`src/rtl/gpr_wport_arbiter.sv`:
```
// gpr_wport_arbiter
//
// Shares the single GPR write port between the pipeline write-back stage (WB)
// and the multi-cycle mul/div unit (MD). WB normally wins. MD results wait in
// a small FIFO and drain in idle WB slots. A starvation guard raises wb_stall
// for one cycle when the FIFO head has been denied for MAX_WAIT cycles. The
// pending-destination lookups let decode stall on RAW/WAW hazards against
// buffered MD results.
//
// Ports:
//   clk, rst                    clock, asynchronous active-high reset
//   wb_we, wb_addr, wb_data     WB write request (no backpressure)
//   md_valid, md_ready          MD result handshake
//   md_addr, md_data            MD result destination / value
//   rs/rt/rd_addr               decode lookup addresses
//   rs/rt/rd_pending            lookup hits a buffered, not-yet-written MD result
//   wb_stall                    registered; WB must not write this cycle
//   gpr_we, gpr_waddr, gpr_wdata  GPR write port (combinational)
//   fifo_count                  number of buffered MD results
//   proto_err                   sticky; WB wrote while wb_stall was high
module gpr_wport_arbiter #(
    parameter int DEPTH    = 4,
    parameter int MAX_WAIT = 8
) (
    input  logic                       clk,
    input  logic                       rst,
    input  logic                       wb_we,
    input  logic [4:0]                 wb_addr,
    input  logic [31:0]                wb_data,
    input  logic                       md_valid,
    output logic                       md_ready,
    input  logic [4:0]                 md_addr,
    input  logic [31:0]                md_data,
    input  logic [4:0]                 rs_addr,
    input  logic [4:0]                 rt_addr,
    input  logic [4:0]                 rd_addr,
    output logic                       rs_pending,
    output logic                       rt_pending,
    output logic                       rd_pending,
    output logic                       wb_stall,
    output logic                       gpr_we,
    output logic [4:0]                 gpr_waddr,
    output logic [31:0]                gpr_wdata,
    output logic [$clog2(DEPTH):0]     fifo_count,
    output logic                       proto_err
);

    localparam int AW = $clog2(DEPTH);
    localparam int CW = AW + 1;
    // The counter reaches MAX_WAIT in the forced-bubble cycle before clearing.
    localparam int WW = $clog2(MAX_WAIT + 1);

    logic [4:0]    addr_mem [DEPTH];
    logic [31:0]   data_mem [DEPTH];

    logic [AW-1:0] rd_ptr_reg, rd_ptr_next;
    logic [AW-1:0] wr_ptr_reg, wr_ptr_next;
    logic [CW-1:0] count_reg, count_next;
    logic [WW-1:0] wait_cnt_reg, wait_cnt_next;
    logic          wb_stall_reg, wb_stall_next;
    logic          proto_err_reg, proto_err_next;

    logic          fifo_empty;
    logic          head_grant;
    logic          enq;

    assign fifo_empty = (count_reg == '0);
    assign md_ready   = (count_reg != CW'(DEPTH));
    // During a forced bubble the head wins even if WB (illegally) writes.
    assign head_grant = !fifo_empty && (wb_stall_reg || !wb_we);
    // Writes to r0 are handshaken but never buffered.
    assign enq        = md_valid && md_ready && (md_addr != 5'd0);

    // Write-port mux; held quiet while reset is asserted.
    always_comb begin
        gpr_we    = 1'b0;
        gpr_waddr = 5'd0;
        gpr_wdata = 32'd0;
        if (!rst) begin
            if (head_grant) begin
                gpr_waddr = addr_mem[rd_ptr_reg];
                gpr_wdata = data_mem[rd_ptr_reg];
                gpr_we    = (addr_mem[rd_ptr_reg] != 5'd0);
            end else if (wb_we) begin
                gpr_waddr = wb_addr;
                gpr_wdata = wb_data;
                gpr_we    = (wb_addr != 5'd0);
            end
        end
    end

    // Per-entry hazard match. An entry is live when its offset from the head
    // is below the count; the head is excluded in the cycle it is written
    // because the GPR bypass forwards it then.
    logic [DEPTH-1:0] ent_live;
    logic [DEPTH-1:0] rs_hit, rt_hit, rd_hit;

    generate
        for (genvar gi = 0; gi < DEPTH; gi++) begin : g_ent
            logic [AW-1:0] off;
            assign off          = AW'(gi) - rd_ptr_reg;
            assign ent_live[gi] = ({1'b0, off} < count_reg) &&
                                  !(head_grant && (rd_ptr_reg == AW'(gi)));
            assign rs_hit[gi]   = ent_live[gi] && (addr_mem[gi] == rs_addr);
            assign rt_hit[gi]   = ent_live[gi] && (addr_mem[gi] == rt_addr);
            assign rd_hit[gi]   = ent_live[gi] && (addr_mem[gi] == rd_addr);
        end
    endgenerate

    assign rs_pending = (rs_addr != 5'd0) && (|rs_hit);
    assign rt_pending = (rt_addr != 5'd0) && (|rt_hit);
    assign rd_pending = (rd_addr != 5'd0) && (|rd_hit);

    assign wb_stall   = wb_stall_reg;
    assign proto_err  = proto_err_reg;
    assign fifo_count = count_reg;

    always_comb begin
        rd_ptr_next    = head_grant ? rd_ptr_reg + AW'(1) : rd_ptr_reg;
        wr_ptr_next    = enq ? wr_ptr_reg + AW'(1) : wr_ptr_reg;
        count_next     = count_reg;
        case ({enq, head_grant})
            2'b10:   count_next = count_reg + CW'(1);
            2'b01:   count_next = count_reg - CW'(1);
            default: count_next = count_reg;
        endcase
        wait_cnt_next  = (fifo_empty || head_grant) ? '0 : wait_cnt_reg + WW'(1);
        wb_stall_next  = !fifo_empty && !head_grant &&
                         (wait_cnt_reg == WW'(MAX_WAIT - 1));
        proto_err_next = proto_err_reg || (wb_we && wb_stall_reg);
    end

    always_ff @(posedge clk or posedge rst) begin
        if (rst) begin
            rd_ptr_reg    <= '0;
            wr_ptr_reg    <= '0;
            count_reg     <= '0;
            wait_cnt_reg  <= '0;
            wb_stall_reg  <= 1'b0;
            proto_err_reg <= 1'b0;
        end else begin
            rd_ptr_reg    <= rd_ptr_next;
            wr_ptr_reg    <= wr_ptr_next;
            count_reg     <= count_next;
            wait_cnt_reg  <= wait_cnt_next;
            wb_stall_reg  <= wb_stall_next;
            proto_err_reg <= proto_err_next;
        end
    end

    // Storage needs no reset: validity is carried by the count and pointers.
    always_ff @(posedge clk) begin
        if (enq) begin
            addr_mem[wr_ptr_reg] <= md_addr;
            data_mem[wr_ptr_reg] <= md_data;
        end
    end

endmodule

```
`config.mk`:
```
export PLATFORM = sky130hd
export DESIGN_NAME = gpr_wport_arbiter
export DESIGN_NICKNAME = d
export VERILOG_FILES = /design/src/rtl/gpr_wport_arbiter.sv
export SDC_FILE = /design/constraint.sdc
export NUM_CORES = 1
export LEC_CHECK = 0
export BUFFER_PORTS_ARGS = -buffer_cell sky130_fd_sc_hd__clkbuf_2
export CELL_PAD_IN_SITES_DETAIL_PLACEMENT = 1
export CELL_PAD_IN_SITES_GLOBAL_PLACEMENT = 1
export CORE_ASPECT_RATIO = 0.9
export CORE_MARGIN = 2
export CORE_UTILIZATION = 47
export CTS_BUF_LIST = sky130_fd_sc_hd__clkbuf_4 sky130_fd_sc_hd__clkbuf_8
export CTS_CLUSTER_SIZE = 16
export DETAILED_ROUTE_END_ITERATION = 16
export PLACE_DENSITY_LB_ADDON = 0.3
export SETUP_SLACK_MARGIN = 0.4
export SLEW_MARGIN = 20
export SYNTH_ARGS = -nofsm -noshare
export SYNTH_HDL_FRONTEND = slang
export SYNTH_SLANG_ARGS = --single-unit
```
`constraint.sdc`:
```
create_clock -name clk -period 3.8 [get_ports clk]
set_input_delay 0.76 -clock clk [delete_from_list [all_inputs] [get_ports clk]]
set_output_delay 0.76 -clock clk [all_outputs]
set_load 0.005 [all_outputs]
```
== Word-level counts from Yosys, hierarchy flattened ==
Memory sizes are Yosys's and may differ from the RTL's.
Index checks and enable logic that the tools add are counted.
Storage, ports and cells
  register bits after elaboration: 13
  bits in writable memories: 148
  input port bits: 93
  word-level logic and storage cells: 104
  memories kept: 2
Operators by class
  add/subtract/negate cells: 9
  magnitude comparators: 4
  eq/ne operators: 19
  muxes and demuxes: 13
  reduce and logical (&&, ||, !) cells: 51
Memories
  data_mem: depth 4, bits a word 32, read ports 1, clocked after Yosys merged registers in 0, write ports 1, line 54  | logic [31:0] data_mem [DEPTH];
  addr_mem: depth 4, bits a word 5, read ports 5, clocked after Yosys merged registers in 0, write ports 1, line 53  | logic [4:0] addr_mem [DEPTH];
Operator list (number)
  $mux W32: 3
  $eq A5 B5 Y1: 12
  $reduce_bool A5 Y1: 6
  $logic_and A1 B1 Y1: 29
  $mux W5: 3
  $lt A2 B3 Y1: 4
  $reduce_or A4 Y1: 3
  $logic_not A1 Y1: 7
  $eq A2 B2 Y1 const B: 3
  $pmux W3 S2: 1
  $mux W1: 5
  $add A2 B1 Y2 const B: 2
  $add A4 B1 Y4 const B: 1
  $eq A2 B1 Y1 const B: 2
  $eq A4 B3 Y1 const B: 1
  $mux W4: 1
  $sub A1 B2 Y2 const A: 2
  $sub A2 B2 Y2 const A: 2
  $add A3 B1 Y3 const B: 1
  $logic_not A3 Y1: 1
  $logic_or A1 B1 Y1: 3
  $ne A3 B3 Y1 const B: 1
  $sub A3 B1 Y3 const B: 1
  $logic_not A2 Y1: 1
  $reduce_bool A2 Y1: 1

== Depth between registers and ports, before layout ==
  depth after elaboration: 9
  gate-level depth with buffers: 12

== Worst setup path after synthesis ==
Ideal clock, no wire load.
  path type: register to output
  start: register rd_ptr_reg[1]
  end: output port rd_pending
  arrival: 2.592 ns
  required time: 3.040 ns
  path slack: 0.448 ns
  cell stages (with the launch flop): 12
  buffers on the path: 2
  path through: dfrtp_1 > clkbuf_1 > buf_1 > inv_1 > ha_1 > inv_1 > ha_1 > a21oi_1 > o2bb2ai_2 > nor4_1 > a31oi_1 > a21oi_1
On the way
  word-level cells in the longest chain between the ends: 7
RTL lines
  from (decl): line 56  | logic [AW-1:0] rd_ptr_reg, rd_ptr_next;
  from (signal assigned): line 142  | rd_ptr_reg <= rd_ptr_next;
  parallel branches: the longest is 5 deep, another holds $lt A2 B3 Y1
  $reduce_or A4 Y1 (*): line 112  | assign rd_pending = (rd_addr != 5'd0) && (|rd_hit);
  $logic_and A1 B1 Y1 (*): line 112
  to (decl): line 39  | output logic rd_pending,
Mark *: on every way between the ends.

== Worst setup path in the final report ==
  start: register rd_ptr_reg[0]
  end: output port rs_pending
RTL lines
  $sub A1 B2 Y2: line 101  | assign off = AW'(gi) - rd_ptr_reg;
  via g_ent[1].off[0]: line 100  | logic [AW-1:0] off;
  $lt A2 B3 Y1: line 102  | assign ent_live[gi] = ({1'b0, off} < count_reg) &&
  $logic_and A1 B1 Y1: line 102
  $logic_and A1 B1 Y1: line 104  | assign rs_hit[gi] = ent_live[gi] && (addr_mem[gi] == rs_addr);
  $reduce_or A4 Y1: line 110  | assign rs_pending = (rs_addr != 5'd0) && (|rs_hit);
  $logic_and A1 B1 Y1: line 110
  to (decl): line 37  | output logic rs_pending,
The timed path passes the listed nets, and every way through them passes these cells.

==> impl_metrics.env <==
export IMPL_cts_tree="done"
export IMPL_min_path_cells=1
export IMPL_max_freq_mhz=302
export IMPL_cts_sinks=161
export IMPL_status="finished, final reports clean"
export IMPL_hold_ws_ns=0.459
export IMPL_cts_root_buf="clkbuf_8"
export IMPL_layout_nets=756
export IMPL_synthToLayoutAreaGrowth_pct=18.2
export IMPL_firstDrtPassIters=5
export IMPL_coreArea_um2=16000
export IMPL_seqPwrFrac_pct=42.6
export IMPL_cts_hold_buffers=0
export IMPL_p_leak_nw=3.30
export IMPL_min_from="wait_cnt_reg[3]$_DFF_PP0_"
export IMPL_wirelength_um=19200
export IMPL_clkLatencyLatePin_ns=0.44
export IMPL_synthDistinctLibCells=35
export IMPL_syn_area_um2=7580
export IMPL_min_to="wb_stall$_DFF_PP0_"
export IMPL_cts_buffer_depth=2
export IMPL_cp_end_kind="output port"
export IMPL_pwr_share_comb_pct=36.6
export IMPL_grt_overflow_total=0
export IMPL_met2_usage_pct=40.0
export IMPL_synth_top_area_cell="edfxtp_1"
export IMPL_max_stage_delay_ns=0.45
export IMPL_fin_crit_ns=3.31
export IMPL_crit_fanout=3
export IMPL_antenna_cells=0
export IMPL_layout_drive_gt1_share_pct=36.4
export IMPL_hold_viol=0
export IMPL_crit_start="rd_ptr_reg[0]$_DFFE_PP0P_"
export IMPL_grt_use_met1_pct=30.4
export IMPL_fillCellCount=1587
export IMPL_first_global_vias=5336
export IMPL_cp_start_kind="flop"
export IMPL_maxSlewViolCount=0
export IMPL_path_clk_slew_ns=0.08
export IMPL_grt_setup_unrepaired="true"
export IMPL_pwr_share_clk_pct=20.8
export IMPL_r2r_start="fifo_count[2]$_DFFE_PP0P_"
export IMPL_fin_util_pct=56.2
export IMPL_r2r_end="fifo_count[2]$_DFFE_PP0P_"
export IMPL_wl_per_cell_um=22.2
export IMPL_synth_seq_cells=161
export IMPL_syn_nets=627
export IMPL_cts_buffers=17
export IMPL_largest_register_ffs=128
export IMPL_switching_power_w=0.00200
export IMPL_setup_slack_ns=0.489
export IMPL_cp_cell_sequence="inv_2 > ha_4 > ha_1 > a21oi_1 > o2bb2ai_2 > nor4_1 > a31oi_1 > a21oi_1 > clkbuf_2"
export IMPL_ios=140
export IMPL_hold_path_class="flop to flop"
export IMPL_antenna_found_initial=0
export IMPL_dieArea_um2=17200
export IMPL_detail_route_antenna_nets=0
export IMPL_internal_power_w=0.00394
export IMPL_grt_start_max_net_pins=42
export IMPL_synthCells=519
export IMPL_crit_type="flop to output port"
export IMPL_drcViolationCount=0
export IMPL_placed_area_um2=8480
export IMPL_row_count=44
export IMPL_yosys_top_cells_area="edfxtp_1 59%, mux4_2 11%, dfrtp_1 4.3%"
export IMPL_ff2ff_path_depth=10
export IMPL_avgSynthCellArea_um2=14.6
export IMPL_fin_skew_ns=0.00866
export IMPL_start_util_pct=47.5
export IMPL_maxCapViolCount=0
export IMPL_io_buffers=139
export IMPL_tightest_slew_ns=0.866
export IMPL_grt_first_pass_wirelength_um=30100
export IMPL_setup_violations=0
export IMPL_dr_total_vias=4933
export IMPL_netlist_area_leader_share_pct=58.6
export IMPL_busiest_layer="met2"
export IMPL_grt_usage_pct=23.7
export IMPL_drtIter0Drc=240
export IMPL_pre_cts_ws_ns=0.745
export IMPL_fin_area_um2=8970
export IMPL_die_h_um=125
export IMPL_ys_warnings_count=0
export IMPL_grt_use_met3_pct=4.44
export IMPL_sw_frac_of_total_pct=33.6
export IMPL_finalWeightedCongestion=0.954
export IMPL_max_slew_margin_rel_pct=42.2
export IMPL_timing_setup_tns_ns=0
export IMPL_die_w_um=138
export IMPL_htreeDepth=4
export IMPL_hpwl_um=13600
export IMPL_cellPowerDensity_nw_per_um2=662
export IMPL_finalCritPeriodShare_pct=87.1
export IMPL_vias_per_cell=5.70
export IMPL_crit_required_ns=3.04
export IMPL_slowest_stage="dfrtp_2"
export IMPL_cpMostUsedCell="a21oi_1"
export IMPL_worstPathArrival_ns=2.55
export IMPL_reg2reg_slack_ns=1.24
export IMPL_seq_area_frac_synth_pct=62.9
export IMPL_ir_drop_v=0.000323
==> final cells by class <==
| cell class | instances | area [um^2] | share of cell area [%] |
|---|---|---|---|
| multi-input cells | 306 | 2670 | 29.8 |
| well taps | 207 | 259 | 2.89 |
| repair buffers | 151 | 835 | 9.31 |
| inverters | 11 | 43.8 | 0.488 |
| flip-flops and latches | 161 | 4770 | 53.2 |
| clock inverters | 12 | 143 | 1.59 |
| clock buffers | 18 | 241 | 2.69 |
==> placed cells by master, fill, tap and decap left out, drive strengths merged <==
| cell | instances |
|---|---|
| or4 | 5 |
| nand2b | 2 |
| or3 | 1 |
| mux2i | 1 |
| and3 | 1 |
| dfrtp | 13 |
| a21o | 1 |
| mux4 | 37 |
| a211oi | 1 |
| a31oi | 6 |
| xnor2 | 34 |
| nor2 | 9 |
| fa | 1 |
| nand3 | 45 |
| nand2 | 43 |
| a21oi | 45 |
| buf | 12 |
| o21ai | 3 |
| nor2b | 1 |
| nor4 | 12 |
| clkinvlp | 3 |
| and2 | 4 |
| nor3 | 3 |
| ha | 14 |
| edfxtp | 148 |
| clkinv | 5 |
| o2bb2ai | 4 |
| clkbuf | 157 |
| bufinv | 3 |
| inv | 12 |
| xor2 | 33 |
==> power by group through the flow <==
| stage | logic (W) | clock network (W) | registers, W |
|---|---|---|---|
| after floorplan | 0.00145 | 0 | 0.00248 |
| after global placement | 0.00202 | 0 | 0.00252 |
| after detailed placement | 0.00208 | 0 | 0.00256 |
| after CTS | 0.00213 | 0.00126 | 0.00252 |
| after global routing | 0.00238 | 0.00132 | 0.00256 |
| final | 0.00217 | 0.00123 | 0.00253 |
==> cells by family after synthesis <==
group / after synthesis / synth area share (%)
flip-flops: 161 / 62.9
AND/OR/NAND/NOR: 126 / 8.20
XOR/XNOR: 67 / 7.74
AO/OA/AOI/OAI: 60 / 4.57
buffers and inverters: 52 / 2.92
multiplexers: 38 / 11.1
adder cells (fa/ha/maj): 15 / 2.57
==> worst max-delay path, delay by kind of cell, from the launching register on <==
kind | cells | cell delay, ns
simple gates | 1 | 0.33
buf+inv | 2 | 0.27
flops | 1 | 0.45
compound gates | 4 | 0.57
fa+ha+maj | 2 | 0.50
==> timing repair <==
item / 4_1_cts / 5_1_grt
setup buffers: 0 / 0
gates resized for setup: 6 / 14
setup endpoints to repair: 3 / 4
pin swaps: 1 / 4
==> Yosys cell counts, drive strengths merged <==
| master | count |
|---|---|
| a211oi | 1 |
| a21o | 1 |
| a21oi | 45 |
| a31oi | 6 |
| and2 | 4 |
| and3 | 1 |
| buf | 14 |
| clkbuf | 27 |
| dfrtp | 13 |
| edfxtp | 148 |
| fa | 1 |
| ha | 14 |
| inv | 11 |
| mux2i | 1 |
| mux4 | 37 |
| nand2 | 43 |
| nand2b | 2 |
| nand3 | 45 |
| nor2 | 9 |
| nor2b | 1 |
| nor3 | 3 |
| nor4 | 12 |
| o21ai | 3 |
| o2bb2ai | 4 |
| or3 | 1 |
| or4 | 5 |
| xnor2 | 34 |
| xor2 | 33 |
==> per-layer routing <==
layer  wire length, um  part of all wire (%)
met1              7900                    41
met2              9880                    51
met3               942                   4.9
met4               495                   2.6
met5                 0                     0
==> how the worst max path moves through the flow <==
stage / end / depth (start not counted)
2_1_floorplan: rd_pending / 11
3_3_place_gp: rs_pending / 9
3_5_place_dp: rs_pending / 9
4_1_cts: gpr_we / 6
5_1_grt: rt_pending / 9
6_report: rs_pending / 9
==> per-stage QoR <==
step	instances	total power, W
floorplan	519	0.00392
global placement	836	0.00454
detailed placement	836	0.00464
CTS	866	0.00591
global route	866	0.00627
finish	866	0.00594
(Power assumes the default switching activity.)
